[src/rtl/bp_pkg.sv]
// bp_pkg: shared counter encodings and default table size for the branch history table
package bp_pkg;
  typedef enum logic [1:0] {SNT = 2'b00, WNT = 2'b01, WT = 2'b10, ST = 2'b11} ctr_e;
  localparam int BP_INDEX_BITS = 6;
endpackage

[src/rtl/bht_counter_update.sv]
// bht_counter_update: 2-bit saturating counter next-state logic
module bht_counter_update
  import bp_pkg::*;
(
  input  logic [1:0] state_i,
  input  logic       taken_i,
  output logic [1:0] next_state_o
);
  always_comb
    next_state_o = taken_i ? ((state_i == ST) ? state_i : state_i + 2'd1)
                           : ((state_i == SNT) ? state_i : state_i - 2'd1);
endmodule

[src/rtl/branch_predictor_bht.sv]
// branch_predictor_bht: flop-based table of 2-bit counters with resolve statistics
module branch_predictor_bht
  import bp_pkg::*;
#(
  parameter int         INDEX_BITS   = BP_INDEX_BITS,
  parameter logic [1:0] COUNTER_INIT = WNT
) (
  input  logic        clk,
  input  logic        rst,
  input  logic [31:0] PCNow_ID,
  input  logic        IsBranch_ID,
  output logic        Prediction,
  input  logic        Resolve_EX,
  input  logic        Squash_EX,
  input  logic [31:0] PCNow_EX,
  input  logic        Taken_EX,
  input  logic        Prediction_EX,
  output logic        Mispredict,
  output logic [31:0] BranchCount,
  output logic [31:0] MispredictCount
);
  localparam int ENTRIES = 1 << INDEX_BITS;
  logic [1:0]            bht_q [ENTRIES];
  logic [INDEX_BITS-1:0] rd_idx, wr_idx;
  logic [1:0]            wr_next;
  logic                  res_valid;
  logic [31:0]           branch_cnt_q, branch_cnt_d, mis_cnt_q, mis_cnt_d;
  logic                  unused_pc;
  assign unused_pc = ^{PCNow_ID[31:INDEX_BITS+2], PCNow_ID[1:0], PCNow_EX[31:INDEX_BITS+2], PCNow_EX[1:0]};
  assign rd_idx    = PCNow_ID[INDEX_BITS+1:2];
  assign wr_idx    = PCNow_EX[INDEX_BITS+1:2];
  // rst gating keeps a resolve during reset from flagging or counting anything
  assign res_valid    = Resolve_EX & ~Squash_EX & ~rst;
  assign Prediction   = bht_q[rd_idx][1] & IsBranch_ID;
  assign Mispredict   = res_valid & (Taken_EX != Prediction_EX);
  assign branch_cnt_d = branch_cnt_q + {31'd0, ~&branch_cnt_q};
  assign mis_cnt_d    = mis_cnt_q + {31'd0, ~&mis_cnt_q};
  assign BranchCount     = branch_cnt_q;
  assign MispredictCount = mis_cnt_q;
  bht_counter_update u_upd (
    .state_i      (bht_q[wr_idx]),
    .taken_i      (Taken_EX),
    .next_state_o (wr_next)
  );
  always_ff @(posedge clk or posedge rst)
    if (rst) begin
      for (int i = 0; i < ENTRIES; i++) bht_q[i] <= COUNTER_INIT;
      branch_cnt_q <= '0;
      mis_cnt_q    <= '0;
    end else begin
      if (res_valid) begin
        bht_q[wr_idx] <= wr_next;
        branch_cnt_q  <= branch_cnt_d;
      end
      if (Mispredict) mis_cnt_q <= mis_cnt_d;
    end
endmodule

[config.mk]
export PLATFORM = sky130hd
export DESIGN_NAME = branch_predictor_bht
export DESIGN_NICKNAME = d
export VERILOG_FILES = /design/src/rtl/bp_pkg.sv /design/src/rtl/bht_counter_update.sv /design/src/rtl/branch_predictor_bht.sv
export SDC_FILE = /design/constraint.sdc
export NUM_CORES = 1
export LEC_CHECK = 0
export BUFFER_PORTS_ARGS = -buffer_cell sky130_fd_sc_hd__clkbuf_2
export CORE_ASPECT_RATIO = 0.9
export CORE_MARGIN = 5
export CORE_UTILIZATION = 55
export CTS_BUF_LIST = sky130_fd_sc_hd__clkbuf_4 sky130_fd_sc_hd__clkbuf_8 sky130_fd_sc_hd__clkbuf_16
export DETAILED_ROUTE_END_ITERATION = 10
export PLACE_DENSITY = 0.84
export SLEW_MARGIN = 20
export SYNTH_ARGS = -nofsm -noshare
export SYNTH_HDL_FRONTEND = slang
export SYNTH_SLANG_ARGS = --single-unit
[constraint.sdc]
create_clock -name clk -period 15.4 [get_ports clk]
set_input_delay 0.77 -clock clk [delete_from_list [all_inputs] [get_ports clk]]
set_output_delay 0.77 -clock clk [all_outputs]
set_load 0.005 [all_outputs]
==> results.tsv, run 1 <==
metric	value	unit
grt_pass1_vias	7256	
p_leak	4.61	nW
synth_cells	920	
drive_above_1_share	0.307	
cp.arrival	3190	ps
rrSetupSlack	11900	ps
ys_ff_latch	192	
min-delay-start	bht_q[100]$_DFFE_PP1P_	
antenna_left	0	
grt_pass1_wl	38.7	mm
synth.distinct_cells	62	
wl	23.8	mm
placed_area	10300	um2
wl_per_cell	19.1	um
seq_area	4880	um2
floorplan.initialDensity	0.558	
max_freq	253	MHz
finalCriticalPeriod	3960	ps
reg2reg_from	BranchCount[20]$_DFFE_PP0P_	
synth-edff-count	0	
fp-row-count	46	
place.gp.congestion	0.936	
critPathKind	input pin to primary output	
reg2regPathDepth	11	
track_usage	0.239	
syn2layout_area_growth	11.6	%
period_share	0.257	
worst_setup_path_end_kind	primary output	
first_iter_violations	819	
hold_viol	0	
relSlewSlack	0.279	
cts_hold_buf	0	
async_flop_share	1.00	
cp-start-kind	input pin	
antenna_found_initial	0	
rsz0062_at_grt	no	
insertion_delay	440	ps
drc_errors	0	
syn_area	9790	um2
power_density	99.4	nW/um2
h-tree-depth	4	
hold_path_class	flip-flop to flip-flop	
syn_area_per_cell	10.6	um2
cap_violations	0	
grt_overflow	0	
dp_hpwl	15.8	mm
finalNonFillerCells	1246	
core	17600	um2
syn_nets	996	
grt_max_degree	117	
place_ws	10960	ps
clock-sinks	192	
fin_ws	11440	ps
min_to	bht_q[100]$_DFFE_PP1P_	
finalSetupViolCount	0	
dieWidth	151	um
cp_max_fo	16	
tritoncts	built	
dp.cells	1213	
multi_input_area	4650	um2
vias	7482	
port_buffers	84	
cts_resized	0	
status	completed	
cts_buffers	17	
power	1.09	mW
worstReg2RegEnd	BranchCount[31]$_DFFE_PP0P_	
tns	0	ps
nFillCells	1374	
dieArea	20600	um2
firstDrtPassIters	5	
antennaDiodeCount	0	
synth-main-ff-cell	dfrtp_1	
ys_warn_count	0	
synth-seq-area-share	0.499	
viasPerCell	6.00	
required	14630	ps
layout.nets	1069	
drv_slew	0	
path_clk_slew	60	ps
post_cts_buffers	0	
root_buffer	clkbuf_16	
hold_depth	2	
io-pin-count	137	
die_h	137	um
final_cell_area	10900	um2
cts_buffer_depth	2	
peakVddDrop	0.0701	mV
worst_pin_slew	1070	ps
finClkSkew	11.8	ps
==> report_power, final <==
part | internal, mW | switching (mW)
Clock | 0.232 | 0.194
Combinational | 0.0402 | 0.0668
Sequential | 0.531 | 0.0212
==> cells in the mapped netlist (3+ instances only) <==
cell type	n	area, um2
nand3_1	22	110
mux2_2	21	236
o21ai_1	4	20.0
ha_1	5	62.6
nor4_1	5	31.3
a221o_1	3	30.0
buf_2	17	85.1
nor2_1	27	101
xnor2_1	41	359
o21ai_2	60	526
mux2i_1	11	110
a32oi_1	3	26.3
nand4_1	21	131
and2_1	5	31.3
inv_1	6	22.5
mux4_1	5	131
o21ai_0	68	340
and3_1	11	68.8
o22ai_1	4	25.0
nor2b_1	7	43.8
or2_2	3	18.8
xor2_1	21	184
nand2_1	238	893
and4_1	5	43.8
o2bb2ai_1	3	26.3
a21oi_1	3	15.0
mux4_2	25	563
nor3_1	8	40.0
clkbuf_1	7	26.3
buf_4	5	37.5
buf_6	6	67.6
a22oi_1	11	82.6
a221oi_1	4	35.0
nor3b_1	5	37.5
dfstp_2	64	1680
dfrtp_1	128	3200
==> cells in the final DEF (no fill, tap or decap), types with 4 or more instances in the layout <==
master     synthesis  layout
a221oi_1           4       4
a22oi_1           11      11
and2_1             5       5
and3_1            11      11
and4_1             5       5
buf_4              5       7
clkbuf_16          0      17
clkbuf_2           2      84
clkbuf_4           0       5
dfrtp_1          128     128
dfstp_2           64      64
ha_1               5       5
inv_1              6       5
mux2_2            21      21
mux2i_1           11      11
mux4_1             5       5
mux4_2            25      25
nand2_1          238     238
nand3_1           22      22
nand4_1           21      21
nor2_1            27      27
nor2b_1            7       7
nor3_1             8       7
nor3b_1            5       4
nor4_1             5       5
o21ai_0           68      68
o21ai_1            4       4
o21ai_2           60      60
o22ai_1            4       4
xnor2_1           41      41
xor2_1            21      21
==> sequential cells by signal, indices dropped and copies added, names as in the netlist <==
register,count
BranchCount,32
MispredictCount,32
bht_q,128
==> area by class of cell <==
type                       count  area share
multi-input combinational    683       0.425
tap                          240      0.0275
clock buffer                  22      0.0424
inverter                       7     0.00309
clock inverter                10     0.00859
timing repair buffer          92      0.0458
sequential                   192       0.447
==> how the worst max path moves through the flow <==
stage          cells past startpoint   startpoint                         end  slack, ps
2_1_floorplan                      1          rst  BranchCount[0]$_DFFE_PP0P_       9510
4_1_cts                            8  PCNow_EX[2]       bht_q[64]$_DFFE_PP1P_      11420
3_5_place_dp                       8  PCNow_EX[2]       bht_q[62]$_DFFE_PP1P_      10960
6_report                           6  PCNow_ID[2]                  Prediction      11440
5_1_grt                            6  PCNow_ID[2]                  Prediction      11370
3_3_place_gp                       8  PCNow_EX[2]       bht_q[64]$_DFFE_PP1P_      11040
==> layer usage <==
metal  GRT usage  vias to the layer above  wire, um
met5           0                        -         0
met2       0.372                      286     11500
met1       0.330                     3697     10100
li1            -                     3434         -
met3      0.0447                       65      1460
met4       0.109                        0       825
==> critical path: stages <==
cell      delay, ps
clkbuf_2        540
mux4_2          650
mux4_2          500
mux4_2          460
and2_1          160
clkbuf_2        100
==> metrics by stage <==
step / hold slack, ps / utilization
CTS: 470 / 0.621
global placement: 457 / 0.589
floorplan: 453 / -
detailed placement: 461 / 0.589
finish: 468 / 0.622
global route: 481 / 0.622
==> cell families (layout without fill, tap and decap cells) <==
family / after synthesis / count (layout) / synth area share
AOI/OAI and AO/OA: 178 / 178 / 0.127
muxes: 62 / 62 / 0.106
xor gates and xnor gates: 62 / 62 / 0.0555
adders and majority gates: 7 / 7 / 0.00920
and+or+nand+nor: 374 / 374 / 0.175
DFF: 192 / 192 / 0.499
buffers and inverters: 45 / 131 / 0.0274
(Power assumes the default switching activity.)
==> run 2, diff against run 1 <==
--- a/config.mk
+++ b/config.mk
@@ -8,10 +8,10 @@
 export BUFFER_PORTS_ARGS = -buffer_cell sky130_fd_sc_hd__clkbuf_2
 export CORE_ASPECT_RATIO = 0.9
 export CORE_MARGIN = 5
-export CORE_UTILIZATION = 55
+export CORE_UTILIZATION = 52
 export CTS_BUF_LIST = sky130_fd_sc_hd__clkbuf_4 sky130_fd_sc_hd__clkbuf_8 sky130_fd_sc_hd__clkbuf_16
 export DETAILED_ROUTE_END_ITERATION = 10
-export PLACE_DENSITY = 0.84
+export PLACE_DENSITY = 0.83
 export SLEW_MARGIN = 20
 export SYNTH_ARGS = -nofsm -noshare
 export SYNTH_HDL_FRONTEND = slang
==> constraint.sdc (replaced) <==
create_clock -name clk -period 3.44 [get_ports clk]
set_input_delay 0.172 -clock clk [delete_from_list [all_inputs] [get_ports clk]]
set_output_delay 0.172 -clock clk [all_outputs]
set_load 0.005 [all_outputs]
==> run 2 against run 1 <==
Die area up 5.4%. Highest routed layer unchanged. Routed wire length up 3.0%. Cell count is 2.5% higher. Critical path type is now flip-flop to flip-flop. Via count is 0.96% higher. Flip-flop and latch count did not move.
==> results.tsv, run 2 (synthesis gave the netlist of run 1 again) <==
metric	value	unit
hold-worst-slack	102	ps
track_usage	0.233	
tns	0	ps
path_cells	nand2_1 -> nor2_1 -> and3_1 -> nand2b_1 -> or4_1 -> or4_4 -> ha_1 -> ha_1 -> nand4_1 -> nor3_1 -> nand4_1 -> or2_2 -> nor3_1 -> xor2_1	
rrSetupSlack	200	ps
cp.depth	14	
syn2layout_area_growth	14.7	%
seq_power_share	0.488	
power_density	451	nW/um2
post_cts_buffers	0	
p_leak	4.78	nW
status	completed	
layout.nets	1095	
first_iter_violations	739	
fp-row-count	47	
h-tree-depth	4	
nFillCells	1482	
finClkSkew	9.47	ps
period_share	0.943	
crit_slowest_cell	or4_1	
layout_common_cells	nand2_1 (238), dfrtp_1 (127), clkbuf_2 (84)	
worstReg2RegEnd	MispredictCount[30]$_DFFE_PP0P_	
finalSetupViolCount	0	
worst_pin_slew	847	ps
dp_hpwl	17.0	mm
layout_commonest_cell	nand2_1	
cp_num_buf_inv	0	
die_h	140	um
p_comb_frac	0.097	
power.switching	1.27	mW
regMostFlops	bht_q	
grt_pass1_wl	40.5	mm
viasPerCell	5.92	
port_buffers	84	
grt_max_degree	166	
hold_depth	4	
hold_path_class	input pin to flip-flop	
tritoncts	built	
rsz0062_at_grt	no	
floorplan.initialDensity	0.530	
max_freq	308	MHz
min-delay-start	Squash_EX	
drv_slew	0	
insertion_delay	430	ps
clkPwrFrac	0.415	
cts_buffers	17	
place.gp.congestion	0.933	
critPathTopFamily	simple AND/OR/NAND/NOR gates	
clock-sinks	192	
wl_per_cell	19.2	um
cp-start-kind	flip-flop	
peakVddDrop	0.356	mV
vias	7554	
internal_power	3.80	mW
antenna_left	0	
dp.cells	1244	
worst_setup_path_end_kind	flip-flop	
largest_register_ff_count	128	
switching_share	0.250	
root_buffer	clkbuf_16	
grt_pass1_vias	7630	
firstDrtPassIters	5	
min_to	BranchCount[0]$_DFFE_PP0P_	
finalNonFillerCells	1277	
core	18500	um2
cap_violations	0	
critPathKind	flip-flop to flip-flop	
cp_max_fo	4	
path_clk_slew	70	ps
reg2regPathDepth	14	
cp.arrival	3550	ps
cts_buffer_depth	2	
cpPeakStageDelay	560	ps
reg2reg_from	MispredictCount[12]$_DFFE_PP0P_	
dieArea	21700	um2
grt_overflow	0	
drive_above_1_share	0.324	
drc_errors	0	
antennaDiodeCount	0	
hold_viol	0	
relSlewSlack	0.435	
finalCriticalPeriod	3240	ps
dieWidth	155	um
antenna_found_initial	0	
required	3740	ps
post-route-util	0.608	
io-pin-count	137	
wl	24.5	mm
## run 2: cell count changes in the layout (fill, tap and decap cells not counted), sizes merged
cell	delta
buf	+25
clkbuf	-4
bufinv	+3
clkinvlp	+1
dlygate4sd3	+1
## run 2: worst max path at each step
stage | start | slack [ps] | endpoint
2_1_floorplan | MispredictCount[11]$_DFFE_PP0P_ | 460 | MispredictCount[26]$_DFFE_PP0P_
3_3_place_gp | MispredictCount[11]$_DFFE_PP0P_ | 260 | MispredictCount[26]$_DFFE_PP0P_
3_5_place_dp | MispredictCount[11]$_DFFE_PP0P_ | 150 | MispredictCount[30]$_DFFE_PP0P_
4_1_cts | MispredictCount[11]$_DFFE_PP0P_ | 140 | MispredictCount[30]$_DFFE_PP0P_
5_1_grt | MispredictCount[13]$_DFFE_PP0P_ | 20 | MispredictCount[30]$_DFFE_PP0P_
6_report | MispredictCount[12]$_DFFE_PP0P_ | 200 | MispredictCount[30]$_DFFE_PP0P_
## run 2: through the flow
step / area (um2) / setup slack, ps / total power [mW]
final: 11200 / 197 / 5.07
after global routing: 11200 / 16.7 / 5.24
after CTS: 11200 / 135 / 5.09
after detailed placement: 10600 / 150 / 3.00
after global placement: 10600 / 259 / 2.99
after floorplan: 9790 / 456 / 2.82
## run 2: routing by layer
layer,wire [um],part of all wire,global-route usage
met1,10200,0.41,0.318
met2,12000,0.49,0.375
met3,1570,0.064,0.0435
met4,764,0.031,0.0864
met5,0,0,0
## run 2: area by class of cell
cell class	instances	area, um2	share of cell area
Sequential cell	192	4890	0.435
Multi-Input combinational cell	683	4640	0.413
Timing Repair Buffer	118	741	0.0660
Clock buffer	18	433	0.0386
Tap cell	245	307	0.0273
Clock inverter	14	189	0.0168
Inverter	7	30.0	0.00267
## run 2: tightest hold or removal path, delay by kind of cell
family | cells | cell delay [ps]
buf+inv | 1 | 100
simple gates | 3 | 220
## run 2: power by group through the flow
stage          combinational (mW)  sequential (mW)  clock [mW]
6_report                    0.493             2.47        2.10
5_1_grt                     0.543             2.49        2.21
4_1_cts                     0.498             2.47        2.12
3_5_place_dp                0.493             2.51           0
3_3_place_gp                0.481             2.51           0
2_1_floorplan               0.328             2.49           0
## run 2: repair_timing
action | in CTS | in global routing
gates resized for setup | 0 | 2
hold endpoints to repair | 27 | 0
endpoints found under the setup margin | 0 | 2
hold buffers | 1 | 0
